--- src/rtl/gate_pair_pkg.sv ---
// gate_pair_pkg
// Shared definitions for the gate-pair sweeper: FSM state encoding, the
// number of truth-table vectors, and the golden gate-pair functions.
package gate_pair_pkg;

   typedef enum logic [1:0] {
      ST_IDLE   = 2'd0,
      ST_SETTLE = 2'd1,
      ST_CHECK  = 2'd2,
      ST_DONE   = 2'd3
   } state_t;

   localparam int NUM_VEC = 4;

   function automatic logic exp_a(input logic x, input logic y);
      return ~x & y;
   endfunction

   function automatic logic exp_b(input logic x, input logic y);
      return ~(x ^ y);
   endfunction

endpackage

--- src/rtl/gate_pair_ref.sv ---
// gate_pair_ref
// Purely combinational golden model of the gate pair.
// Ports:
//   drv_x, drv_y : stimulus presented to the gate pair
//   exp_a        : expected a = ~x & y
//   exp_b        : expected b = ~(x ^ y)
module gate_pair_ref
   import gate_pair_pkg::*;
(
   input  logic drv_x,
   input  logic drv_y,
   output logic exp_a,
   output logic exp_b
);

   assign exp_a = gate_pair_pkg::exp_a(drv_x, drv_y);
   assign exp_b = gate_pair_pkg::exp_b(drv_x, drv_y);

endmodule

--- src/rtl/gate_pair_sweeper.sv ---
// gate_pair_sweeper
// Clocked, restartable self-checking sequencer around the two-input gate
// pair. Drives x/y through 00,01,10,11 for N_PASSES sweeps, holds each
// vector SETTLE_CYCLES cycles, checks a/b against the golden model, and
// reports sticky per-vector fail flags plus a saturating mismatch count.
// Ports:
//   clk, rst_n   : clock (rising edge), async active-low reset
//   start        : sweep request, sampled only in IDLE
//   drv_x, drv_y : stimulus to the gate pair
//   dut_a, dut_b : gate-pair outputs under check
//   busy         : sweep in progress (SETTLE/CHECK)
//   done         : one-cycle pulse at sweep end
//   err_count    : saturating count of mismatching samples
//   err_vec      : sticky flags, bit 2*i = a failed on vector i, 2*i+1 = b
//   pass         : last sweep had no mismatches; held until next start
//
// state  | meaning
// IDLE   | waiting for start, results held
// SETTLE | vector idx driven, settle_cnt counting down to 0
// CHECK  | one cycle: compare and record, advance vector/pass
// DONE   | one-cycle done pulse, pass registered on entry
module gate_pair_sweeper
   import gate_pair_pkg::*;
#(
   parameter int SETTLE_CYCLES = 2,
   parameter int N_PASSES      = 1,
   parameter int CNT_W         = 4
) (
   input  logic             clk,
   input  logic             rst_n,
   input  logic             start,
   output logic             drv_x,
   output logic             drv_y,
   input  logic             dut_a,
   input  logic             dut_b,
   output logic             busy,
   output logic             done,
   output logic [CNT_W-1:0] err_count,
   output logic [7:0]       err_vec,
   output logic             pass
);

   localparam logic [3:0]       SETTLE_LOAD = 4'(SETTLE_CYCLES - 1);
   localparam logic [7:0]       LAST_PASS   = 8'(N_PASSES - 1);
   localparam logic [1:0]       LAST_VEC    = 2'(NUM_VEC - 1);
   localparam logic [CNT_W+1:0] ERR_MAX     = {2'b00, {CNT_W{1'b1}}};

   state_t           state;
   state_t           state_nxt;
   logic [1:0]       idx;
   logic [7:0]       pass_cnt;
   logic [3:0]       settle_cnt;

   logic             ref_a;
   logic             ref_b;
   logic             fail_a;
   logic             fail_b;
   logic [7:0]       fail_bits;
   logic [CNT_W+1:0] err_sum;
   logic [CNT_W-1:0] err_count_nxt;
   logic             last_vec;
   logic             last_pass;

   gate_pair_ref u_ref (
      .drv_x (drv_x),
      .drv_y (drv_y),
      .exp_a (ref_a),
      .exp_b (ref_b)
   );

   assign last_vec  = (idx == LAST_VEC);
   assign last_pass = (pass_cnt == LAST_PASS);

   assign fail_a = (dut_a != ref_a);
   assign fail_b = (dut_b != ref_b);

   always_comb begin
      fail_bits = '0;
      fail_bits[{idx, 1'b0}] = fail_a;
      fail_bits[{idx, 1'b1}] = fail_b;
   end

   // Two extra bits of headroom so a double mismatch near the top cannot wrap.
   assign err_sum = {2'b00, err_count} + (CNT_W+2)'(fail_a) + (CNT_W+2)'(fail_b);
   assign err_count_nxt = (err_sum > ERR_MAX) ? {CNT_W{1'b1}} : err_sum[CNT_W-1:0];

   // State register
   always_ff @(posedge clk or negedge rst_n) begin
      if (!rst_n) state <= ST_IDLE;
      else        state <= state_nxt;
   end

   // Next-state logic
   always_comb begin
      state_nxt = state;
      case (state)
         ST_IDLE:   if (start) state_nxt = ST_SETTLE;
         ST_SETTLE: if (settle_cnt == 4'd0) state_nxt = ST_CHECK;
         ST_CHECK:  state_nxt = (last_vec && last_pass) ? ST_DONE : ST_SETTLE;
         ST_DONE:   state_nxt = ST_IDLE;
         default:   state_nxt = ST_IDLE;
      endcase
   end

   // Output logic
   always_comb begin
      busy  = 1'b0;
      done  = 1'b0;
      drv_x = 1'b0;
      drv_y = 1'b0;
      case (state)
         ST_SETTLE, ST_CHECK: begin
            busy  = 1'b1;
            drv_x = idx[1];
            drv_y = idx[0];
         end
         ST_DONE: done = 1'b1;
         default: ;
      endcase
   end

   // Sequencer counters and scoreboard
   always_ff @(posedge clk or negedge rst_n) begin
      if (!rst_n) begin
         idx        <= '0;
         pass_cnt   <= '0;
         settle_cnt <= '0;
         err_count  <= '0;
         err_vec    <= '0;
         pass       <= 1'b0;
      end else begin
         case (state)
            ST_IDLE: begin
               if (start) begin
                  idx        <= '0;
                  pass_cnt   <= '0;
                  settle_cnt <= SETTLE_LOAD;
                  err_count  <= '0;
                  err_vec    <= '0;
                  pass       <= 1'b0;
               end
            end
            ST_SETTLE: begin
               if (settle_cnt != 4'd0) settle_cnt <= settle_cnt - 4'd1;
            end
            ST_CHECK: begin
               err_count  <= err_count_nxt;
               err_vec    <= err_vec | fail_bits;
               settle_cnt <= SETTLE_LOAD;
               if (!last_vec) begin
                  idx <= idx + 2'd1;
               end else if (!last_pass) begin
                  idx      <= '0;
                  pass_cnt <= pass_cnt + 8'd1;
               end else begin
                  // Uses the count including this final check's mismatches.
                  pass <= (err_count_nxt == '0);
               end
            end
            default: ;
         endcase
      end
   end

endmodule

--- config.mk ---
export PLATFORM = sky130hd
export DESIGN_NAME = gate_pair_sweeper
export DESIGN_NICKNAME = d
export VERILOG_FILES = /design/src/rtl/gate_pair_pkg.sv /design/src/rtl/gate_pair_ref.sv /design/src/rtl/gate_pair_sweeper.sv
export SDC_FILE = /design/constraint.sdc
export NUM_CORES = 1
export LEC_CHECK = 0
export CAP_MARGIN = 5
export CORE_ASPECT_RATIO = 1.25
export CORE_MARGIN = 1
export CORE_UTILIZATION = 35
export DETAILED_ROUTE_END_ITERATION = 8
export GPL_TIMING_DRIVEN = 0
export PLACE_DENSITY = 0.61
export SLEW_MARGIN = 15
export SYNTH_ARGS = -nofsm -noshare
export SYNTH_HDL_FRONTEND = slang
export SYNTH_SLANG_ARGS = --single-unit
--- constraint.sdc ---
create_clock -name clk -period 2.83 [get_ports clk]
set_clock_uncertainty 0.1 [all_clocks]
set_input_delay 0.566 -clock clk [delete_from_list [all_inputs] [get_ports clk]]
set_output_delay 0.566 -clock clk [all_outputs]
set_load 0.01 [all_outputs]
=== Word-level counts from Yosys, hierarchy flattened ===
Index checks and enable logic that the tools add are counted.

* Bits of input ports: 5
* Register bits: 29
* Output and inout bits: 17

* Eq/ne operators: 13
* Add/sub/neg operators: 5
* Bitwise gates (word level): 6
* Reductions and logical operators: 17
* Muxes and demuxes: 32
* Magnitude comparators: 5

{| class="wikitable"
|+ Operator list
! kind !! count
|-
| $pmux W8 S2 || 2
|-
| $mux W8 || 3
|-
| $mux W4 || 4
|-
| $mux W2 || 6
|-
| $ne A2 B2 Y1 const B || 6
|-
| $pmux W4 S3 || 1
|-
| $mux W1 || 9
|-
| $add A8 B1 Y8 const B || 1
|-
| $and A8 B7 Y8 || 1
|-
| $bwmux W8 || 1
|-
| $logic_not A4 Y1 || 2
|-
| $logic_not A8 Y1 || 1
|-
| $lt A3 B4 Y1 const B || 2
|-
| $or A8 B8 Y8 || 1
|-
| $pmux W2 S4 || 1
|-
| $pmux W4 S2 || 1
|-
| $reduce_and A4 Y1 || 2
|-
| $add A5 B1 Y6 || 1
|-
| $eq A2 B2 Y1 const B || 3
|-
| $ge A3 B1 Y1 const B || 2
|-
| $gt A6 B4 Y1 const B || 1
|-
| $reduce_and A3 Y1 || 2
|-
| $add A4 B1 Y5 || 1
|-
| $demux W1 S2 || 2
|-
| other kinds (17) || 22
|}

=== Logic depth before layout (Yosys ltp) ===
* Word-level depth: 14
* Gate-level depth with buffers: 13
* Depth with buffers taken out: 13

=== Cells and area by module ===
From an unflattened synthesis, not the netlist that was laid out.

* Cells, all modules: 184
* Area total of the unflattened synthesis: 1755.4 um^2

{| class="wikitable"
|+ By module, submodules not included
! module !! area an instance (um^2) !! seq. area each (um^2) !! instances !! cells each
|-
| gate_pair_sweeper || 1739.2 || 725.7 || 1 || 182
|-
| gate_pair_ref || 16.3 || 0.0 || 1 || 2
|}

=== Worst setup path before layout ===
Ideal clock, no wire load.

* Path kind: reg2reg
* Start point: register state[1]
* End point: register pass
* Period minus slack after synthesis: 2.754 ns
* Setup slack: 0.076 ns
* Stages on the path, launching flop included: 13
* Buffers on the path: 0
* Setup time: 0.120 ns
* Data arrival time: 2.534 ns
* Cell sequence: dfrtp_1 inv_1 ha_1 and2_1 inv_1 ha_1 xnor2_1 fa_1 inv_1 ha_1 o21ai_0 and3b_1 a31o_1

* Word-level cells in the longest chain between the ends: 14
* Elaborated cells between the ends (all ways): 25
* Those cells by class: 2 x add/sub; 1 x order compare; 7 x eq/ne; 6 x mux; 4 x bitwise; 5 x reduce/logical

{| class="wikitable"
|+ RTL lines
! what !! RTL line !! source
|-
| start, declared || gate_pair_sweeper.sv:48 || <nowiki>state_t state;</nowiki>
|-
| start signal, assigned || gate_pair_sweeper.sv:90 || <nowiki>else state <= state_nxt;</nowiki>
|-
| $eq A2 B1 Y1 / $eq A2 B2 Y1 (equally long branches) || gate_pair_sweeper.sv:111 || <nowiki>case (state)</nowiki>
|-
| $reduce_or A2 Y1 * || gate_pair_sweeper.sv:111 ||
|-
| $mux W1 * || gate_pair_sweeper.sv:111 ||
|-
| named net drv_x || gate_pair_sweeper.sv:32 || <nowiki>output logic drv_x,</nowiki>
|-
| $not A1 Y1 || gate_pair_pkg.sv:16 || <nowiki>return ~x & y;</nowiki>
|-
| $and A1 B1 Y1 || gate_pair_pkg.sv:16 ||
|-
| $ne A1 B1 Y1 || gate_pair_sweeper.sv:74 || <nowiki>assign fail_a = (dut_a != ref_a);</nowiki>
|-
| $add A4 B1 Y5 || gate_pair_sweeper.sv:84 || <nowiki>assign err_sum = {2'b00, err_count} + (CNT_W+2)'(fail_a) + (CNT_W+2)'(fail_b);</nowiki>
|-
| $add A5 B1 Y6 * || gate_pair_sweeper.sv:84 ||
|-
| $gt A6 B4 Y1 || gate_pair_sweeper.sv:85 || <nowiki>assign err_count_nxt = (err_sum > ERR_MAX) ? {CNT_W{1'b1}} : err_sum[CNT_W-1:0];</nowiki>
|-
| $mux W4 * || gate_pair_sweeper.sv:85 ||
|-
| $logic_not A4 Y1 * || gate_pair_sweeper.sv:157 || <nowiki>pass <= (err_count_nxt == '0);</nowiki>
|-
| $mux W1 * || gate_pair_sweeper.sv:152 || <nowiki>end else if (!last_pass) begin</nowiki>
|-
| $mux W1 * || gate_pair_sweeper.sv:150 || <nowiki>if (!last_vec) begin</nowiki>
|-
| $pmux W1 S2 * || gate_pair_sweeper.sv:132 || <nowiki>case (state)</nowiki>
|-
| end signal, assigned || gate_pair_sweeper.sv:157 ||
|-
| end, declared || gate_pair_sweeper.sv:40 || <nowiki>output logic pass</nowiki>
|}

Mark *: on every way through the listed nets, which the timed path passes. The rest lies on a longest branch. The select of a mux whose other input is x is not followed.
A chain may end at the register's enable or synchronous reset.

=== Worst setup path after layout ===
* Start point: register state[0]
* End point: register pass

* Word-level cells in the longest chain between the ends: 14
* Elaborated cells between the ends (all ways): 25
* Those cells by class: 2 x add/sub; 1 x order compare; 7 x eq/ne; 6 x mux; 4 x bitwise; 5 x reduce/logical

{| class="wikitable"
|+ RTL lines
! what !! RTL line
|-
| $eq A2 B1 Y1 / $eq A2 B2 Y1 (equally long branches) || gate_pair_sweeper.sv:111, gate_pair_sweeper.sv:132
|-
| $reduce_or A2 Y1 || gate_pair_sweeper.sv:111
|-
| $mux W1 || gate_pair_sweeper.sv:111
|-
| $not A1 Y1 || gate_pair_pkg.sv:16
|-
| $and A1 B1 Y1 || gate_pair_pkg.sv:16
|-
| $ne A1 B1 Y1 || gate_pair_sweeper.sv:74
|-
| $add A4 B1 Y5 || gate_pair_sweeper.sv:84
|-
| $add A5 B1 Y6 || gate_pair_sweeper.sv:84
|-
| $gt A6 B4 Y1 || gate_pair_sweeper.sv:85
|-
| $mux W4 || gate_pair_sweeper.sv:85
|-
| $logic_not A4 Y1 || gate_pair_sweeper.sv:157
|-
| $mux W1 || gate_pair_sweeper.sv:152
|-
| $mux W1 || gate_pair_sweeper.sv:150
|-
| $pmux W1 S2 || gate_pair_sweeper.sv:132
|}

Parallel ways exist; a longest one is shown, timed or not. The select of a mux whose other input is x is not followed.

==> flow_metrics.env <==
export IMPL_synth_top_cell_by_area="dfrtp_1"
export IMPL_htreeDepth=2
export IMPL_tightest_slew_ns=0.6559
export IMPL_synth_ff_latch_count=29
export IMPL_intPower_w=0.001349
export IMPL_ant_nets=0
export IMPL_clk_pin_slew_ns=0.06
export IMPL_placedCellCount=262
export IMPL_grt_use_total_pct=14.67
export IMPL_wl_per_cell_um=12.82
export IMPL_dp_hpwl_mm=2.491
export IMPL_outcome="completed"
export IMPL_combPwrFrac_pct=56.0
export IMPL_drc=0
export IMPL_drive_gt1_share_pct=9.953
export IMPL_synth_edff_count=0
export IMPL_grt_pass1_vias=1339
export IMPL_synth_area_per_cell_um2=9.491
export IMPL_cts_buffer_depth=2
export IMPL_synthesis_nets=201
export IMPL_r2r_slack_ns=0.16
export IMPL_die_area_um2=5194
export IMPL_seq_area_frac_synth_pct=42.24
export IMPL_total_leakage_power_nw=0.9458
export IMPL_synth_cells=181
export IMPL_clk_latency_ns=0.27
export IMPL_cp_max_fo=6
export IMPL_synth_area_um2=1718
export IMPL_critPathTopFamily="adder cells"
export IMPL_finalMaxSlewViolations=0
export IMPL_netlist_top_cells_area="dfrtp_1 (42%), ha_1 (10%), nor2_1 (4.2%), a21oi_1 (4.1%), nand2_1 (2.6%)"
export IMPL_synthFlopType="dfrtp_1"
export IMPL_period_minus_slack_ns=2.668
export IMPL_vias_per_cell=5.173
export IMPL_layout_common_cells="dfrtp_1 (29), clkdlybuf4s50_1 (20), nor2_1 (19)"
export IMPL_cts_sinks=29
export IMPL_cp_cell_sequence="inv_2, ha_4, and2_1, ha_1, xnor2_2, fa_1, inv_2, ha_4, o21ai_0, and3b_1, a31o_1"
export IMPL_finalSetupViolCount=0
export IMPL_root_buffer="clkbuf_8"
export IMPL_p_per_area_nw_per_um2=1059
export IMPL_layout_commonest_cell="dfrtp_1"
export IMPL_synth_top_cell_area_share_pct=42.24
export IMPL_required_ns=2.89
export IMPL_core_area_um2=4730
export IMPL_maxCapViolations=0
export IMPL_seqPwrFrac_pct=29.1
export IMPL_crit_type="reg2reg"
export IMPL_port_buffers=21
export IMPL_relSlewSlack_pct=56.27
export IMPL_p_clk_share_pct=15.0
export IMPL_start_util_pct=36.32
export IMPL_grt_max_degree=30
export IMPL_ys_warnings_count=0
export IMPL_grt_pass1_wl_mm=5.802
export IMPL_fmax_mhz=374.9
export IMPL_num_vias=1402
export IMPL_gr_total_overflow=0
export IMPL_antenna_found_initial=0
export IMPL_synthArstFlopShare_pct=100.0
export IMPL_cts_tree="yes"
export IMPL_fin_util_pct=45.08
export IMPL_post_route_period_util_pct=94.27
export IMPL_whs_ns=0.2163
export IMPL_io_pins=22
export IMPL_total_power_w=0.002258
export IMPL_slowest_delay_ns=0.41
export IMPL_cpMaxStageDelayCell="fa_1"
export IMPL_area_growth_pct=24.11
export IMPL_crit_buf_inv=2
export IMPL_dr_pass1_iters=4
export IMPL_power_net_switching_w=0.0009088
export IMPL_gp_congestion=0.7523
export IMPL_synthDistinctLibCells=42
export IMPL_wirelength_mm=3.475
export IMPL_arrival_ns=2.73
export IMPL_critPathLaunchType="flop"
export IMPL_antenna_cells=0
export IMPL_fin_nets=231
export IMPL_cts_made_buffers=5
export IMPL_hold_class="in2async"
export IMPL_drt_iter0_drc=29
export IMPL_grt_setup_unrepaired="false"
export IMPL_layout_cells_non_filler=271
export IMPL_netSwitchingFraction_pct=40.26
export IMPL_ir_drop_mv=0.5166
export IMPL_setup_tns_ns=0
export IMPL_cp_end_kind="flop"
export IMPL_finalHoldViolCount=0
export IMPL_die_w_um=64.66
export IMPL_num_rows=28
export IMPL_die_h_um=80.33
worst reg2reg max path, delay by kind of cell (launching register included):
family,cells,cell delay [ns]
AND/OR/NAND/NOR,2,0.35
XOR/XNOR,1,0.17
buffers and inverters,2,0.19
AO/OA/AOI/OAI,2,0.26
adder cells (fa/ha/maj),4,1.11
flip-flops,1,0.40
final timing paths:
path / from / to / cells past startpoint
worst max-delay path: state[0]$_DFFE_PN0P_ / pass$_DFFE_PN0P_ / 11
worst min-delay path: rst_n / settle_cnt[1]$_DFFE_PN0P_ / 1
worst max register to register: state[0]$_DFFE_PN0P_ / pass$_DFFE_PN0P_ / 11
worst min register to register: err_vec[0]$_DFFE_PN0P_ / err_vec[0]$_DFFE_PN0P_ / 2
max in group asynchronous: rst_n / pass_cnt[6]$_DFFE_PN0P_ / 1
min in group clk: err_vec[0]$_DFFE_PN0P_ / err_vec[0]$_DFFE_PN0P_ / 2
registers in the layout, summed over array words and instances (netlist names):
name,cells
err_vec,8
pass_cnt,8
err_count,4
settle_cnt,4
idx,2
state,2
pass,1
per-layer routing:
layer / wire (µm) / GRT usage [%] / vias up / share of wire, %
li1: - / - / 700 / -
met5: 0 / 0 / - / 0
met1: 1590 / 17.38 / 675 / 46
met2: 1731 / 25.58 / 22 / 50
met4: 55 / 5.333 / 0 / 1.6
met3: 98 / 3.409 / 5 / 2.8
kinds of logic after synthesis:
family	count (synthesis)	synth area share [%]
adder cells (fa/ha/maj)	15	11.36
AND/OR/NAND/NOR	68	21.92
flip-flops	29	42.24
buffers and inverters	17	3.714
AO/OA/AOI/OAI	44	16.32
XOR/XNOR	4	2.039
multiplexers	4	2.404
synth_stat cells, types with 2 or more instances:
library cell	n
o31ai_1	2
and2_1	2
nor2b_1	2
xnor2_1	4
or3_1	2
inv_1	11
nor2_1	19
nand2_1	12
nand3b_1	2
clkbuf_1	6
ha_1	14
nor3_1	4
nand3_1	7
and3_1	3
a21oi_1	14
a22o_1	2
a31oi_1	4
nand2b_1	6
dfrtp_1	29
a31o_1	3
a21o_1	3
mux2i_1	3
o21ai_0	8
power by group through the flow:
stage / clock network [W] / registers [W] / logic, W
detailed placement: 0 / 0.000671 / 0.00117
finish: 0.000338 / 0.000656 / 0.00126
global placement: 0 / 0.000671 / 0.00116
global route: 0.000365 / 0.000676 / 0.00142
CTS: 0.000351 / 0.000656 / 0.00122
floorplan: 0 / 0.000683 / 0.000736
repair_timing:
action / 4_1_cts / 5_1_grt
endpoints found under the setup margin: 2 / 2
gates resized for setup: 2 / 4
endpoints found under the hold margin: 0 / 0
hold buffers: 0 / 0
setup buffers: 2 / 0
cloned: 0 / 0
area by class of cell:
type | count | area, µm²
buffer | 6 | 22.52
clock buffer | 7 | 86.33
fill | 483 | 2597
inverter | 11 | 41.29
multi-input combinational | 135 | 960.9
sequential | 29 | 725.7
tap | 60 | 75.07
timing repair buffer | 23 | 220.2
through the flow:
step / setup slack [ns] / cell area [µm²]
finish: 0.1623 / 2132
global route: 0.009457 / 2132
CTS: 0.01513 / 2110
detailed placement: -0.05752 / 1998
global placement: -0.04521 / 2003
floorplan: 0.07611 / 1718
No activity file was read; power rests on OpenSTA's default activity.
